### config.mk
export PLATFORM = sky130hd
export DESIGN_NAME = multicycle_control_flat
export DESIGN_NICKNAME = d
export VERILOG_FILES = /design/src/rtl/multicycle_control_if.sv /design/src/rtl/multicycle_control.sv /design/src/flat_wrapper.sv
export SDC_FILE = /design/constraint.sdc
export NUM_CORES = 1
export LEC_CHECK = 0
export BUFFER_PORTS_ARGS = -buffer_cell sky130_fd_sc_hd__buf_4
export CORE_MARGIN = 5
export CORE_UTILIZATION = 40
export DETAILED_ROUTE_END_ITERATION = 6
export PLACE_DENSITY = 0.68
export SLEW_MARGIN = 10
export SYNTH_ARGS = -nofsm -noshare
export SYNTH_HDL_FRONTEND = slang
export SYNTH_SLANG_ARGS = --single-unit
### constraint.sdc
create_clock -name clk -period 2.8 [get_ports clk]
set_input_delay 0.28 -clock clk [delete_from_list [all_inputs] [get_ports clk]]
set_output_delay 0.28 -clock clk [all_outputs]
set_load 0.05 [all_outputs]
### src/rtl/multicycle_control_if.sv
// rtl/multicycle_control_if.sv - control bus between the multicycle FSM and the datapath
interface multicycle_control_if;
   logic [5:0] opcode;
   logic       brk_in;
   logic       pc_write;
   logic       pc_write_cond;
   logic       pc_write_cond_ne;
   logic       iord;
   logic       mem_wr;
   logic       ir_write;
   logic       mdr_write;
   logic       aluout_write;
   logic       reg_dst;
   logic       reg_write;
   logic [1:0] mem_to_reg;
   logic       alu_src_a;
   logic [1:0] alu_src_b;
   logic [2:0] alu_op;
   logic [1:0] pc_source;
   logic       illegal_op;
   logic       halted;

   modport master (
      input  opcode, brk_in,
      output pc_write, pc_write_cond, pc_write_cond_ne, iord, mem_wr, ir_write,
             mdr_write, aluout_write, reg_dst, reg_write, mem_to_reg, alu_src_a,
             alu_src_b, alu_op, pc_source, illegal_op, halted
   );

   modport slave (
      output opcode, brk_in,
      input  pc_write, pc_write_cond, pc_write_cond_ne, iord, mem_wr, ir_write,
             mdr_write, aluout_write, reg_dst, reg_write, mem_to_reg, alu_src_a,
             alu_src_b, alu_op, pc_source, illegal_op, halted
   );
endinterface

### src/rtl/multicycle_control.sv
// rtl/multicycle_control.sv - main control FSM for the multicycle MIPS datapath
// Memory states last MEM_WAIT+1 cycles; BREAK parks the core in HALT until reset.
module multicycle_control #(
   parameter int MEM_WAIT = 2
) (
   input logic               clk,
   input logic               reset,
   multicycle_control_if.master bus
);
   typedef enum logic [3:0] {
      S_RST, S_FETCH, S_DECODE, S_EXEC_R, S_WB_R, S_ADDR, S_MEM_READ, S_MEM_WB,
      S_MEM_WRITE, S_BRANCH, S_JUMP, S_EXEC_I, S_WB_I, S_LUI, S_HALT
   } state_t;

   localparam logic [2:0] WAIT_LAST = 3'(MEM_WAIT);

   state_t     state, state_next;
   logic [2:0] wait_cnt;
   logic       last;
   logic       in_mem;

   assign last   = (wait_cnt == WAIT_LAST);
   assign in_mem = (state == S_FETCH) || (state == S_MEM_READ) || (state == S_MEM_WRITE);

   // No memory state re-enters itself, so "same state next cycle" means "still waiting".
   always_ff @(posedge clk or posedge reset) begin
      if (reset) begin
         state    <= S_RST;
         wait_cnt <= '0;
      end else begin
         state    <= state_next;
         wait_cnt <= (in_mem && state_next == state) ? wait_cnt + 3'd1 : 3'd0;
      end
   end

   always_comb begin
      state_next           = state;
      bus.pc_write         = 1'b0;
      bus.pc_write_cond    = 1'b0;
      bus.pc_write_cond_ne = 1'b0;
      bus.iord             = 1'b0;
      bus.mem_wr           = 1'b0;
      bus.ir_write         = 1'b0;
      bus.mdr_write        = 1'b0;
      bus.aluout_write     = 1'b0;
      bus.reg_dst          = 1'b0;
      bus.reg_write        = 1'b0;
      bus.mem_to_reg       = 2'b00;
      bus.alu_src_a        = 1'b0;
      bus.alu_src_b        = 2'b00;
      bus.alu_op           = 3'b000;
      bus.pc_source        = 2'b00;
      bus.illegal_op       = 1'b0;
      bus.halted           = 1'b0;

      case (state)
         S_RST: state_next = S_FETCH;
         S_FETCH: begin
            bus.alu_src_b = 2'b01;
            if (last) begin
               bus.ir_write = 1'b1;
               bus.pc_write = 1'b1;
               state_next   = S_DECODE;
            end
         end
         S_DECODE: begin
            bus.alu_src_b    = 2'b11;
            bus.aluout_write = 1'b1;
            case (bus.opcode)
               6'h00:        state_next = bus.brk_in ? S_HALT : S_EXEC_R;
               6'h23, 6'h2b: state_next = S_ADDR;
               6'h04, 6'h05: state_next = S_BRANCH;
               6'h02:        state_next = S_JUMP;
               6'h08, 6'h09: state_next = S_EXEC_I;
               6'h0f:        state_next = S_LUI;
               default: begin
                  bus.illegal_op = 1'b1;
                  state_next     = S_FETCH;
               end
            endcase
         end
         S_EXEC_R: begin
            bus.alu_src_a    = 1'b1;
            bus.alu_op       = 3'b010;
            bus.aluout_write = 1'b1;
            state_next       = S_WB_R;
         end
         S_WB_R: begin
            bus.reg_dst   = 1'b1;
            bus.reg_write = 1'b1;
            state_next    = S_FETCH;
         end
         S_ADDR: begin
            bus.alu_src_a    = 1'b1;
            bus.alu_src_b    = 2'b10;
            bus.aluout_write = 1'b1;
            state_next       = (bus.opcode == 6'h23) ? S_MEM_READ : S_MEM_WRITE;
         end
         S_MEM_READ: begin
            bus.iord = 1'b1;
            if (last) begin
               bus.mdr_write = 1'b1;
               state_next    = S_MEM_WB;
            end
         end
         S_MEM_WB: begin
            bus.mem_to_reg = 2'b01;
            bus.reg_write  = 1'b1;
            state_next     = S_FETCH;
         end
         S_MEM_WRITE: begin
            bus.iord   = 1'b1;
            bus.mem_wr = 1'b1;
            if (last) state_next = S_FETCH;
         end
         S_BRANCH: begin
            bus.alu_src_a        = 1'b1;
            bus.alu_op           = 3'b001;
            bus.pc_source        = 2'b01;
            bus.pc_write_cond    = (bus.opcode == 6'h04);
            bus.pc_write_cond_ne = (bus.opcode == 6'h05);
            state_next           = S_FETCH;
         end
         S_JUMP: begin
            bus.pc_source = 2'b10;
            bus.pc_write  = 1'b1;
            state_next    = S_FETCH;
         end
         S_EXEC_I: begin
            bus.alu_src_a    = 1'b1;
            bus.alu_src_b    = 2'b10;
            bus.aluout_write = 1'b1;
            state_next       = S_WB_I;
         end
         S_WB_I: begin
            bus.reg_write = 1'b1;
            state_next    = S_FETCH;
         end
         S_LUI: begin
            bus.mem_to_reg = 2'b10;
            bus.reg_write  = 1'b1;
            state_next     = S_FETCH;
         end
         S_HALT: bus.halted = 1'b1;
         default: state_next = S_RST;
      endcase
   end
endmodule
### src/flat_wrapper.sv
// flat-port wrapper written by rule: the top's interface ports become plain ports
module multicycle_control_flat 
#(
   parameter int MEM_WAIT = 2
)
  (clk, reset, bus_opcode, bus_brk_in, bus_pc_write, bus_pc_write_cond, bus_pc_write_cond_ne, bus_iord, bus_mem_wr, bus_ir_write, bus_mdr_write, bus_aluout_write, bus_reg_dst, bus_reg_write, bus_mem_to_reg, bus_alu_src_a, bus_alu_src_b, bus_alu_op, bus_pc_source, bus_illegal_op, bus_halted);
  multicycle_control_if bus_i ();
  input logic clk;
  input logic reset;
  input wire logic [$bits(bus_i.opcode)-1:0] bus_opcode;
  input wire logic [$bits(bus_i.brk_in)-1:0] bus_brk_in;
  output wire logic [$bits(bus_i.pc_write)-1:0] bus_pc_write;
  output wire logic [$bits(bus_i.pc_write_cond)-1:0] bus_pc_write_cond;
  output wire logic [$bits(bus_i.pc_write_cond_ne)-1:0] bus_pc_write_cond_ne;
  output wire logic [$bits(bus_i.iord)-1:0] bus_iord;
  output wire logic [$bits(bus_i.mem_wr)-1:0] bus_mem_wr;
  output wire logic [$bits(bus_i.ir_write)-1:0] bus_ir_write;
  output wire logic [$bits(bus_i.mdr_write)-1:0] bus_mdr_write;
  output wire logic [$bits(bus_i.aluout_write)-1:0] bus_aluout_write;
  output wire logic [$bits(bus_i.reg_dst)-1:0] bus_reg_dst;
  output wire logic [$bits(bus_i.reg_write)-1:0] bus_reg_write;
  output wire logic [$bits(bus_i.mem_to_reg)-1:0] bus_mem_to_reg;
  output wire logic [$bits(bus_i.alu_src_a)-1:0] bus_alu_src_a;
  output wire logic [$bits(bus_i.alu_src_b)-1:0] bus_alu_src_b;
  output wire logic [$bits(bus_i.alu_op)-1:0] bus_alu_op;
  output wire logic [$bits(bus_i.pc_source)-1:0] bus_pc_source;
  output wire logic [$bits(bus_i.illegal_op)-1:0] bus_illegal_op;
  output wire logic [$bits(bus_i.halted)-1:0] bus_halted;
  assign bus_i.opcode = bus_opcode;
  assign bus_i.brk_in = bus_brk_in;
  assign bus_pc_write = bus_i.pc_write;
  assign bus_pc_write_cond = bus_i.pc_write_cond;
  assign bus_pc_write_cond_ne = bus_i.pc_write_cond_ne;
  assign bus_iord = bus_i.iord;
  assign bus_mem_wr = bus_i.mem_wr;
  assign bus_ir_write = bus_i.ir_write;
  assign bus_mdr_write = bus_i.mdr_write;
  assign bus_aluout_write = bus_i.aluout_write;
  assign bus_reg_dst = bus_i.reg_dst;
  assign bus_reg_write = bus_i.reg_write;
  assign bus_mem_to_reg = bus_i.mem_to_reg;
  assign bus_alu_src_a = bus_i.alu_src_a;
  assign bus_alu_src_b = bus_i.alu_src_b;
  assign bus_alu_op = bus_i.alu_op;
  assign bus_pc_source = bus_i.pc_source;
  assign bus_illegal_op = bus_i.illegal_op;
  assign bus_halted = bus_i.halted;
  multicycle_control #(.MEM_WAIT(MEM_WAIT)) u_core (.clk(clk), .reset(reset), .bus(bus_i));
endmodule
# --- Word level (Yosys, flattened, before mapping) ---
# Index checks and enable logic that the tools add are counted.
totals:
  reg_bits: 7
  output_inout_bits: 22
  elab_cells: 69
  input_bits: 9
classes:
  n_eq_ne: 24
  mux: 27
  reduce_logical: 15
  n_addsub: 1
ops:
  columns: ["op", "n"]
  rows:
  - ["4-bit case mux with 9 select lines", 1]
  - ["4-bit == test, second input constant", 7]
  - ["4-bit case mux with 6 select lines", 1]
  - ["4-bit two-way mux", 5]
  - ["6-bit by 4-bit == test with 1-bit output, second input constant", 3]
  - ["4-bit by 3-bit == test with 1-bit output, second input constant", 4]
  - ["1-bit two-way mux", 14]
  - ["6-bit by 3-bit == test with 1-bit output, second input constant", 2]
  - ["6-bit == test, second input constant", 2]
  - ["2-bit case mux with 2 select lines", 3]
  - ["4-bit OR reduction", 3]
  - ["2-bit OR reduction", 5]
  - ["9-bit OR reduction", 1]
  - ["4-bit by 2-bit == test with 1-bit output, second input constant", 2]
  - ["7-bit OR reduction", 1]
  - ["6-bit by 2-bit == test with 1-bit output, second input constant", 1]
  - ["6-bit logical NOT", 1]
  - ["2-bit case mux with 3 select lines", 1]
  - ["4-bit by 1-bit == test with 1-bit output, second input constant", 1]
  - ["4-bit == test", 1]
  - ["4-bit logical NOT", 1]
  - ["3-bit by 1-bit adder with 3-bit output, second input constant", 1]
  - ["3-bit by 2-bit == test with 1-bit output, second input constant", 1]
  - ["3-bit two-way mux", 1]
  - ["3 further kinds", 4]

# --- Logic depth before layout (Yosys ltp) ---
# Gate-level depths: netlist (run 1).
logic_depth:
  ltp_word: 7
  mapped_depth: 6

# --- Least setup slack after synthesis (run 1) ---
# No wires, ideal clock.
synth_path:
  path_type: "register to output"
  start: "register u_core.state[1]"
  end: "output port bus_pc_write_cond_ne"
  t_arrival_ns: 2.818
  path_buffers: 1
  stages_incl_launch_ff: 6
  setup_slack_ns: -0.298
  required_ns: 2.520
  path_cell_list: "dfrtp_1 -> buf_2 -> nand2b_1 -> nor2_1 -> nand4_1 -> nor3b_1"
synth_via:
  elab_chain_len: 2
synth_rtl:
  columns: ["item", "line", "source"]
  rows:
  - ["start, declared", "multicycle_control.sv:17", "state_t state, state_next;"]
  - ["start signal, assigned", "multicycle_control.sv:31", "state <= state_next;"]
  - ["4-bit == test", "multicycle_control.sv:56", "case (state)"]
  - ["1-bit two-way mux", "multicycle_control.sv:56", null]
  - ["end, declared", "flat_wrapper.sv:14", "output wire logic [$bits(bus_i.pc_write_cond_ne)-1:0] bus_pc_write_cond_ne;"]
# Every way passes these cells.

# --- Worst setup path in the final report (run 1) ---
layout_path:
  start: "register u_core.state[2]"
  end: "output port bus_aluout_write"
layout_via:
  elab_chain_len: 3
  elab_cells_between_ends: 6
  cone_classes: "4 x eq/ne; 1 x mux; 1 x reduce/logical"
layout_rtl:
  columns: ["item", "line", "source"]
  rows:
  - ["4-bit by 2-bit == test with 1-bit output, or another cell as far along", "multicycle_control.sv:56", null]
  - ["4-bit OR reduction (no line) *", null, null]
  - ["1-bit two-way mux *", "multicycle_control.sv:56", null]
  - ["end, declared", "flat_wrapper.sv:19", "output wire logic [$bits(bus_i.aluout_write)-1:0] bus_aluout_write;"]
# Every way passes the cells marked *; elsewhere a longest branch is shown, timed or not.

==> results of run 1 <==
cell usage in the layout, fill, tap and decap left out, types with 2 or more instances in the layout:
cell type and instances:
xnor2_1 4, nor3_1 8, nand2_1 10, and2_1 2, or2_1 2, dfrtp_1 7
clkbuf_4 3, nand2b_1 7, a21oi_1 3, buf_4 29, and3_1 3, o21ai_1 2
nor2_1 19, a211oi_1 2, inv_1 6, o21ai_0 2, ha_1 2, nor4_1 2
cell usage after synthesis:
cell	instances
nor2_1	19
nand2_1	10
nor3_1	9
dfrtp_1	7
nand2b_1	7
inv_1	6
xnor2_1	4
a21oi_1	3
and3_1	3
buf_2	3
buf_4	3
clkbuf_1	3
a211oi_1	2
and2_1	2
ha_1	2
nor3b_1	2
nor4_1	2
o21ai_0	2
o21ai_1	2
or2_1	2
a21boi_1	1
a31o_1	1
a31oi_1	1
a41oi_1	1
and4b_1	1
buf_6	1
conb_1	1
inv_2	1
mux2_2	1
mux2i_1	1
nand3b_1	1
nand4_1	1
nor2b_1	1
nor4_2	1
nor4b_1	1
nor4b_2	1
o211ai_1	1
o21a_1	1
o22ai_1	1
o31ai_2	1
o32ai_1	1
or3_1	1
xor2_1	1
worst reg2reg max path, cell delays in order, from the launching register on:
cell	delay, ns
dfrtp_1	0.64
nor4b_2	0.52
a21boi_1	0.22
a21oi_1	0.06
o31ai_2	0.20
state kept, by name, summed over array words and instances (netlist names):
name             cells
u_core.state         4
u_core.wait_cnt      3
per-layer routing:
layer	up-vias	GRT usage, %	part of all wire [%]
met2	28	21.1	45
li1	444	-	-
met5	-	0	0
met1	397	18.8	48
met3	4	2.33	5.5
met4	0	4.17	1.3
metrics by stage:
step	worst slack, ns	util (%)	area (sq um)	hold slack, ns	instances
2_1_floorplan	0.125	-	831	0.0834	116
3_3_place_gp	0.906	52.1	1020	0.218	162
3_5_place_dp	0.852	52.1	1020	0.228	162
4_1_cts	0.580	54.0	1060	0.239	167
5_1_grt	0.340	54.0	1060	0.252	167
6_report	0.576	54.0	1060	0.241	167
power breakdown:
part / switching, uW / leakage [uW] / internal, uW
Combinational: 566 / 0.000385 / 295
Sequential: 113 / 0.0000900 / 141
Clock: 40.5 / 0.0000177 / 52.3
Total: 720 / 0.000493 / 488
worst max-delay path by stage:
stage | from | to | slack [ns] | cells after the start
3_5_place_dp | u_core.state[0] | bus_pc_write_cond_ne | 0.85 | 5
4_1_cts | u_core.state[1] | bus_pc_write_cond_ne | 0.58 | 5
5_1_grt | u_core.state[0] | bus_pc_write_cond_ne | 0.34 | 5
2_1_floorplan | u_core.state[1] | bus_pc_write_cond_ne | 0.13 | 5
6_report | u_core.state[2] | bus_aluout_write | 0.58 | 5
3_3_place_gp | u_core.state[1] | bus_pc_write_cond_ne | 0.91 | 5
layout make-up:
type                            count  area, sq um  area share, %
Timing Repair Buffer               30          228           21.5
Sequential cell                     7          175           16.5
Multi-Input combinational cell     92          569           53.7
Inverter                            7         26.3           2.48
Clock buffer                        3         22.5           2.13
Tap cell                           27         33.8           3.19
Clock inverter                      1         5.00          0.472
logic make-up (layout without fill, tap and decap cells):
group                      Yosys count  count (layout)  synth area share (%)
and+or+nand+nor                     64              64                  41.6
AOI/OAI and AO/OA                   18              18                  15.1
buffers and inverters               17              41                  10.5
DFF                                  7               7                  21.3
xor gates and xnor gates             5               5                  5.34
adders and majority gates            2               2                  3.05
muxes                                2               2                  2.59
other                                1               1                 0.457
==> results.yml, run 1 <==
run_status:
  status: "completed"
worst_setup_path:
  cp_slowest_stage_delay_ns: 0.68
  cpLargestDelayFamily: "flip-flops"
  regToRegStartpoint: "u_core.state[1]"
  cp-end-kind: "output port"
  cp-start-kind: "register"
  crit_chain: "nand2b_1, nor2_1, a31o_1, or2_1, buf_4"
  r2r_cells: 4
  cp.arrival_ns: 1.94
  crit_buf_inv: 1
  crit_type: "register to output port"
  crit_required_ns: 2.52
  crit_slowest_cell: "dfrtp_1"
  worst-r2r-setup-slack_ns: 1.06
  reg2reg_to: "u_core.state[2]"
  cp_max_fo: 17
sta:
  setup-tns-final_ns: 0
  fmax_mhz: 450
  slew_viol_final: 0
  relSlewSlack_pct: 63.7
  grt_setup_unrepaired: "no"
  finClkSkew_ns: 0.00413
  final.min_clock_period_ns: 2.22
  max_slew.worst_pin.slew_ns: 0.545
  setup_viol: 0
  hold_viol: 0
  fin_crit_sh_pct: 79.4
die:
  die_x_um: 55.3
  dieHeight_um: 55.3
  start_util_pct: 41.8
  core_sq_um: 1960
  dieArea_sq_um: 3060
  rows: 16
  io_pins: 31
global_route:
  antenna_found_initial: 0
  grt_pass1_vias: 773
  grt_use_total_pct: 13.5
  grt_pass1_wl_mm: 3.54
  overflow: 0
  grt_max_degree: 19
logic_synthesis:
  yosys_warnings: 0
  synthDistinctLibCells: 43
  ys_seq_area_share_pct: 21.3
  syn_area_sq_um: 821
  avgSynthCellArea_sq_um: 7.08
  ys_ff_latch: 7
  synth.top_cell.area_share_pct: 21.3
  synthCells: 116
  syn_nets: 127
  yosys-top-cells-area: "dfrtp_1 21%, nor2_1 8.7%, nor3_1 5.5%"
  yosysTopAreaCell: "dfrtp_1"
cells_and_area:
  n_antenna_cell: 0
  layout.nets: 152
  fill_cells: 209
  synthToLayoutAreaGrowth_pct: 29.1
  drive_above_1_share_pct: 28.6
cts:
  clkLatencyLatePin_ns: 0.25
  clockBufferDepth: 2
  cts_hold_buf: 1
  path_clk_slew_ns: 0.06
  cts.sinks: 7
  post_cts_buffers: 0
  ctsResizeCount: 0
  cts_htree_levels: 1
  cts_made_buffers: 3
  cts-root-buf: "clkbuf_4"
  cts_tree: "done"
flow_run:
  drv_cap: 0
place:
  place.gp.congestion: 0.840
  port_buffers: 29
  dp_hpwl_mm: 1.60
route:
  wl_mm: 2.04
  drt-initial-drc-count: 21
  ant_nets: 0
  wl_per_cell_um: 12.2
  vias: 873
  drtPass1Iterations: 4
  drc: 0
  vias_per_cell: 5.23
worst_hold_path:
  min_to: "u_core.state[2]"
  hold_path_depth: 2
  min-delay-path-class: "primary input to register"
  hold_start: "bus_opcode[4]"
power_and_ir_drop:
  ir_drop_v: 0.000597
  finalPower_uw: 1210
  p_leak_uw: 0.000493
  cellPowerDensity_nw_per_um2: 1140
Note: power is estimated with default switching activity, not from simulation.
==> run 2, diff against run 1 <==
- PLACE_DENSITY: 0.68 -> 0.71
- clock period: 2.8 -> 1.9 ns (I/O delays scaled with it)
==> results.yml, run 2 (synthesized netlist as in run 1, its figures left out) <==
die:
  dieHeight_um: 55.3
  start_util_pct: 41.8
  core_sq_um: 1960
  rows: 16
  die_x_um: 55.3
  io_pins: 31
  dieArea_sq_um: 3060
worst_setup_path:
  r2r_cells: 6
  crit_type: "register to output port"
  cp-end-kind: "output port"
  cp_max_fo: 5
  crit_required_ns: 1.71
  cp.arrival_ns: 1.67
  cp-start-kind: "register"
cells_and_area:
  n_antenna_cell: 0
  regMostFlops: "u_core.state"
  final_cell_mix: "31 x buf_4, 16 x nor2_1, 10 x nand2_1"
  fin_util_pct: 62.4
  synthToLayoutAreaGrowth_pct: 49.2
  fin_area_sq_um: 1220
  top_regs: "u_core.state x4, u_core.wait_cnt x3"
  mostFrequentLayoutCell: "buf_4"
  drive_above_1_share_pct: 42.2
  largest_reg_flops: 4
  layout.nets: 159
cts:
  cts_htree_levels: 1
  cts_made_buffers: 3
  clockBufferDepth: 2
  clkLatencyLatePin_ns: 0.25
  path_clk_slew_ns: 0.05
  cts-root-buf: "clkbuf_4"
  cts.sinks: 7
  cts_tree: "done"
sta:
  finClkSkew_ns: 0.000224
  setup_viol: 0
  fmax_mhz: 538
  slew_viol_final: 0
  fin_crit_sh_pct: 97.9
  hold_viol: 0
  grt_setup_unrepaired: "yes"
  setup-tns-final_ns: 0
  final.min_clock_period_ns: 1.86
global_route:
  grt_max_degree: 18
  overflow: 0
  grt_use_total_pct: 14.8
  met1_usage_pct: 17.9
  use_met2_pct: 26.4
  grt_pass1_wl_mm: 3.82
  antenna_found_initial: 0
  grtUsageMet3_pct: 2.33
  grt_pass1_vias: 850
  grt.busiest_layer: "met2"
place:
  port_buffers: 29
  place_area_sq_um: 1130
  place.gp.congestion: 0.834
  dp_hpwl_mm: 1.78
worst_hold_path:
  min-delay-path-class: "primary input to register"
  hold_path_depth: 2
route:
  ant_nets: 0
  drc: 0
  wl_per_cell_um: 13.0
  drtPass1Iterations: 4
  wl_mm: 2.26
  drt-initial-drc-count: 6
  vias_per_cell: 5.20
  vias: 905
power_and_ir_drop:
  p_leak_uw: 0.000544
  cellPowerDensity_nw_per_um2: 1670
  ir_drop_v: 0.000903
flow_run:
  drv_cap: 0
run_status:
  status: "completed"
==> run 2: changes by cell type in the layout (fill, tap and decap cells not counted), moves of 2 or more <==
cell | previous run | this run
nand2b_2 | 0 | 3
or2_1 | 2 | 0
nor2_2 | 0 | 2
nor3_1 | 8 | 4
nand2b_1 | 7 | 3
nor2_1 | 19 | 16
buf_6 | 0 | 5
nor3_2 | 1 | 3
nor3_4 | 0 | 2
buf_4 | 29 | 31
or2_4 | 0 | 2
==> run 2: what timing repair did <==
action	4_1_cts	5_1_grt
buffers inserted	0	2
endpoints found under the hold margin	7	0
pin swaps	1	1
resized for setup	4	8
endpoints found under the setup margin	4	5
hold buffers	1	0
==> run 2: path summary, 6_finish.rpt <==
kind,start,to,slack [ns]
worst max-delay path,u_core.state[1],bus_pc_write_cond_ne,0.04
worst min-delay path,bus_opcode[4],u_core.state[2],0.15
worst max register to register,u_core.state[3],u_core.state[2],0.23
worst min register to register,u_core.wait_cnt[0],u_core.wait_cnt[0],0.47
max in group asynchronous,reset,u_core.state[3],1.24
min in group asynchronous,reset,u_core.wait_cnt[0],0.44
==> run 2: final cells by class <==
class | instances | area [sq um]
clock buffer | 4 | 26.3
inverter | 7 | 26.3
fill | 200 | 737
tap | 27 | 33.8
sequential | 7 | 176
timing repair buffer | 37 | 299
multi-input combinational | 92 | 663
==> run 2: through the flow <==
| step | instances | hold slack [ns] | total power, uW | worst slack, ns |
|---|---|---|---|---|
| 2_1_floorplan | 116 | -0.00660 | 1480 | -0.174 |
| 3_3_place_gp | 167 | 0.132 | 1810 | 0.262 |
| 3_5_place_dp | 167 | 0.136 | 1850 | 0.205 |
| 4_1_cts | 172 | 0.142 | 2020 | 0.00260 |
| 5_1_grt | 174 | 0.150 | 2190 | -0.0589 |
| 6_report | 174 | 0.146 | 2050 | 0.0406 |
==> run 2: where the power goes <==
| group | leakage [uW] | switching, uW | internal [uW] | total (uW) |
|---|---|---|---|---|
| logic | 0.000441 | 1060 | 582 | 1640 |
| clock network | 0.0000150 | 58.9 | 80.4 | 139 |
| registers | 0.0000884 | 54.6 | 213 | 267 |
| total | 0.000544 | 1170 | 875 | 2050 |
==> run 2: critical path: stages, from the launching register on <==
cell and delay (ns):
dfrtp_1 0.37, nand2b_2 0.27, nor2_4 0.13, nand4_1 0.22, nor3b_4 0.24, buf_6 0.18
==> run 2: routing by layer <==
metal / vias to the layer above / wire length [um]
li1: 459 / -
met1: 415 / 992
met2: 29 / 1140
met3: 2 / 109
met4: 0 / 17
met5: - / 0
==> run 3, diff against run 2 <==
- CORE_MARGIN: 5 -> default
- CTS_BUF_LIST: default -> sky130_fd_sc_hd__clkbuf_4 sky130_fd_sc_hd__clkbuf_8
==> results.yml, run 3 (synthesized netlist as in run 1, its figures left out) <==
run_status:
  status: "completed"
cells_and_area:
  drive_above_1_share_pct: 42.9
  fill_cells: 169
  top_regs: "u_core.state x4, u_core.wait_cnt x3"
  regMostFlops: "u_core.state"
  mostFrequentLayoutCell: "buf_4"
  regArea_sq_um: 176
  largest_reg_flops: 4
  multi_input_area_sq_um: 663
  final_cell_mix: "32 x buf_4, 16 x nor2_1, 10 x nand2_1"
  synthToLayoutAreaGrowth_pct: 49.2
  layout.nets: 159
  n_antenna_cell: 0
  fin_util_pct: 63.1
route:
  wl_met1_um: 922
  ant_nets: 0
  highest_layer: "met3"
  vias: 882
  drt-initial-drc-count: 6
  wl_met3_um: 60
  dr_wl_met2_mm: 1.04
  drc: 0
  vias_per_cell: 5.07
  wl_mm: 2.02
  wl_per_cell_um: 11.6
  drtPass1Iterations: 4
global_route:
  grt_max_degree: 18
  antenna_found_initial: 0
  overflow: 0
  grt_pass1_wl_mm: 3.13
  grt_use_total_pct: 19.7
  grt_pass1_vias: 749
cts:
  cts-root-buf: "clkbuf_4"
  clockBufferDepth: 2
  cts_htree_levels: 1
  clkLatencyLatePin_ns: 0.24
  cts.sinks: 7
  path_clk_slew_ns: 0.05
  cts_made_buffers: 3
  cts_tree: "done"
sta:
  grt_setup_unrepaired: "yes"
  fmax_mhz: 547
  hold_slack_ns: 0.159
  final.min_clock_period_ns: 1.83
  slew_viol_final: 0
  setup_viol: 0
  hold_viol: 0
  finClkSkew_ns: 0.00277
  fin_crit_sh_pct: 96.2
worst_setup_path:
  cp-end-kind: "output port"
  crit_type: "register to output port"
  cp_max_fo: 5
  crit_required_ns: 1.71
  cp_slowest_stage_delay_ns: 0.36
  cp-startpoint: "u_core.state[1]"
  crit_slowest_cell: "dfrtp_1"
  regToRegStartpoint: "u_core.state[0]"
  cp-start-kind: "register"
  crit_chain: "nand2b_2, nor2_4, nand4_1, nor3b_4, buf_6"
  cp.arrival_ns: 1.64
power_and_ir_drop:
  ir_drop_v: 0.000885
  power.share.switching_pct: 56.0
  p_leak_uw: 0.000543
  power_frac_clock_pct: 7.0
  cellPowerDensity_nw_per_um2: 1700
  seqPwrFrac_pct: 12.6
  p_switching_uw: 1170
  comb_power_share_pct: 80.4
  p_int_uw: 915
place:
  place.gp.congestion: 0.769
  dp_hpwl_mm: 1.59
  port_buffers: 29
die:
  dieArea_sq_um: 2240
  rows: 16
  core_sq_um: 1940
  io_pins: 31
  dieHeight_um: 47.3
  die_x_um: 47.3
  start_util_pct: 42.3
worst_hold_path:
  min-delay-path-class: "primary input to register"
  hold_start: "bus_opcode[4]"
flow_run:
  drv_cap: 0
## run 3: cell counts in the layout (fill, tap and decap cells not counted)
Identical to the previous run, type by type.
## run 3: final timing paths
kind / slack [ns] / to / depth (start not counted)
setup / recovery: 0.07 / bus_pc_write_cond_ne / 5
hold / removal: 0.16 / u_core.state[2] / 2
setup reg to reg: 0.41 / u_core.state[2] / 5
hold reg to reg: 0.47 / u_core.wait_cnt[0] / 1
max in group asynchronous: 1.25 / u_core.state[3] / 3
min in group asynchronous: 0.43 / u_core.wait_cnt[1] / 3
## run 3: timing repair
item / 4_1_cts / 5_1_grt
gates resized for setup: 1 / 10
buffers inserted: 0 / 1
hold buffers: 1 / 0
pin swaps: 0 / 2
hold endpoints to repair: 7 / 0
setup endpoints to repair: 1 / 5
## run 3: worst max-delay path: cells and delay by family (launching register included)
kind,cells,cell delay (ns)
DFF,1,0.36
buffers and inverters,1,0.18
and+or+nand+nor,4,0.85
## run 3: metal layers
metal	up-vias	GRT usage (%)
met3	0	2.31
met5	-	0
met2	19	35.3
met4	0	5.14
li1	460	-
met1	403	24.8
## run 3: area by class of cell
type | count | share of cell area [%]
repair buffers | 37 | 24.1
flip-flops and latches | 7 | 14.4
inverters | 7 | 2.15
well taps | 27 | 2.76
multi-input cells | 92 | 54.1
clock buffers | 4 | 2.45
## run 3: power by group through the flow
stage / logic [uW] / registers [uW] / clock network [uW]
floorplan: 1230 / 250 / 0
global placement: 1570 / 252 / 0
detailed placement: 1590 / 257 / 0
CTS: 1600 / 256 / 150
global route: 1780 / 272 / 159
finish: 1670 / 262 / 145
## run 3: stage by stage
stage | instance area [sq um] | setup TNS (ns) | setup slack [ns] | cells | total power, uW
after floorplan | 898 | -0.402 | -0.174 | 116 | 1480
after global placement | 1130 | 0 | 0.270 | 168 | 1830
after detailed placement | 1130 | 0 | 0.242 | 168 | 1850
after CTS | 1180 | 0 | 0.0142 | 173 | 2000
after global routing | 1220 | -0.0320 | -0.0320 | 174 | 2220
final | 1220 | 0 | 0.0725 | 174 | 2080
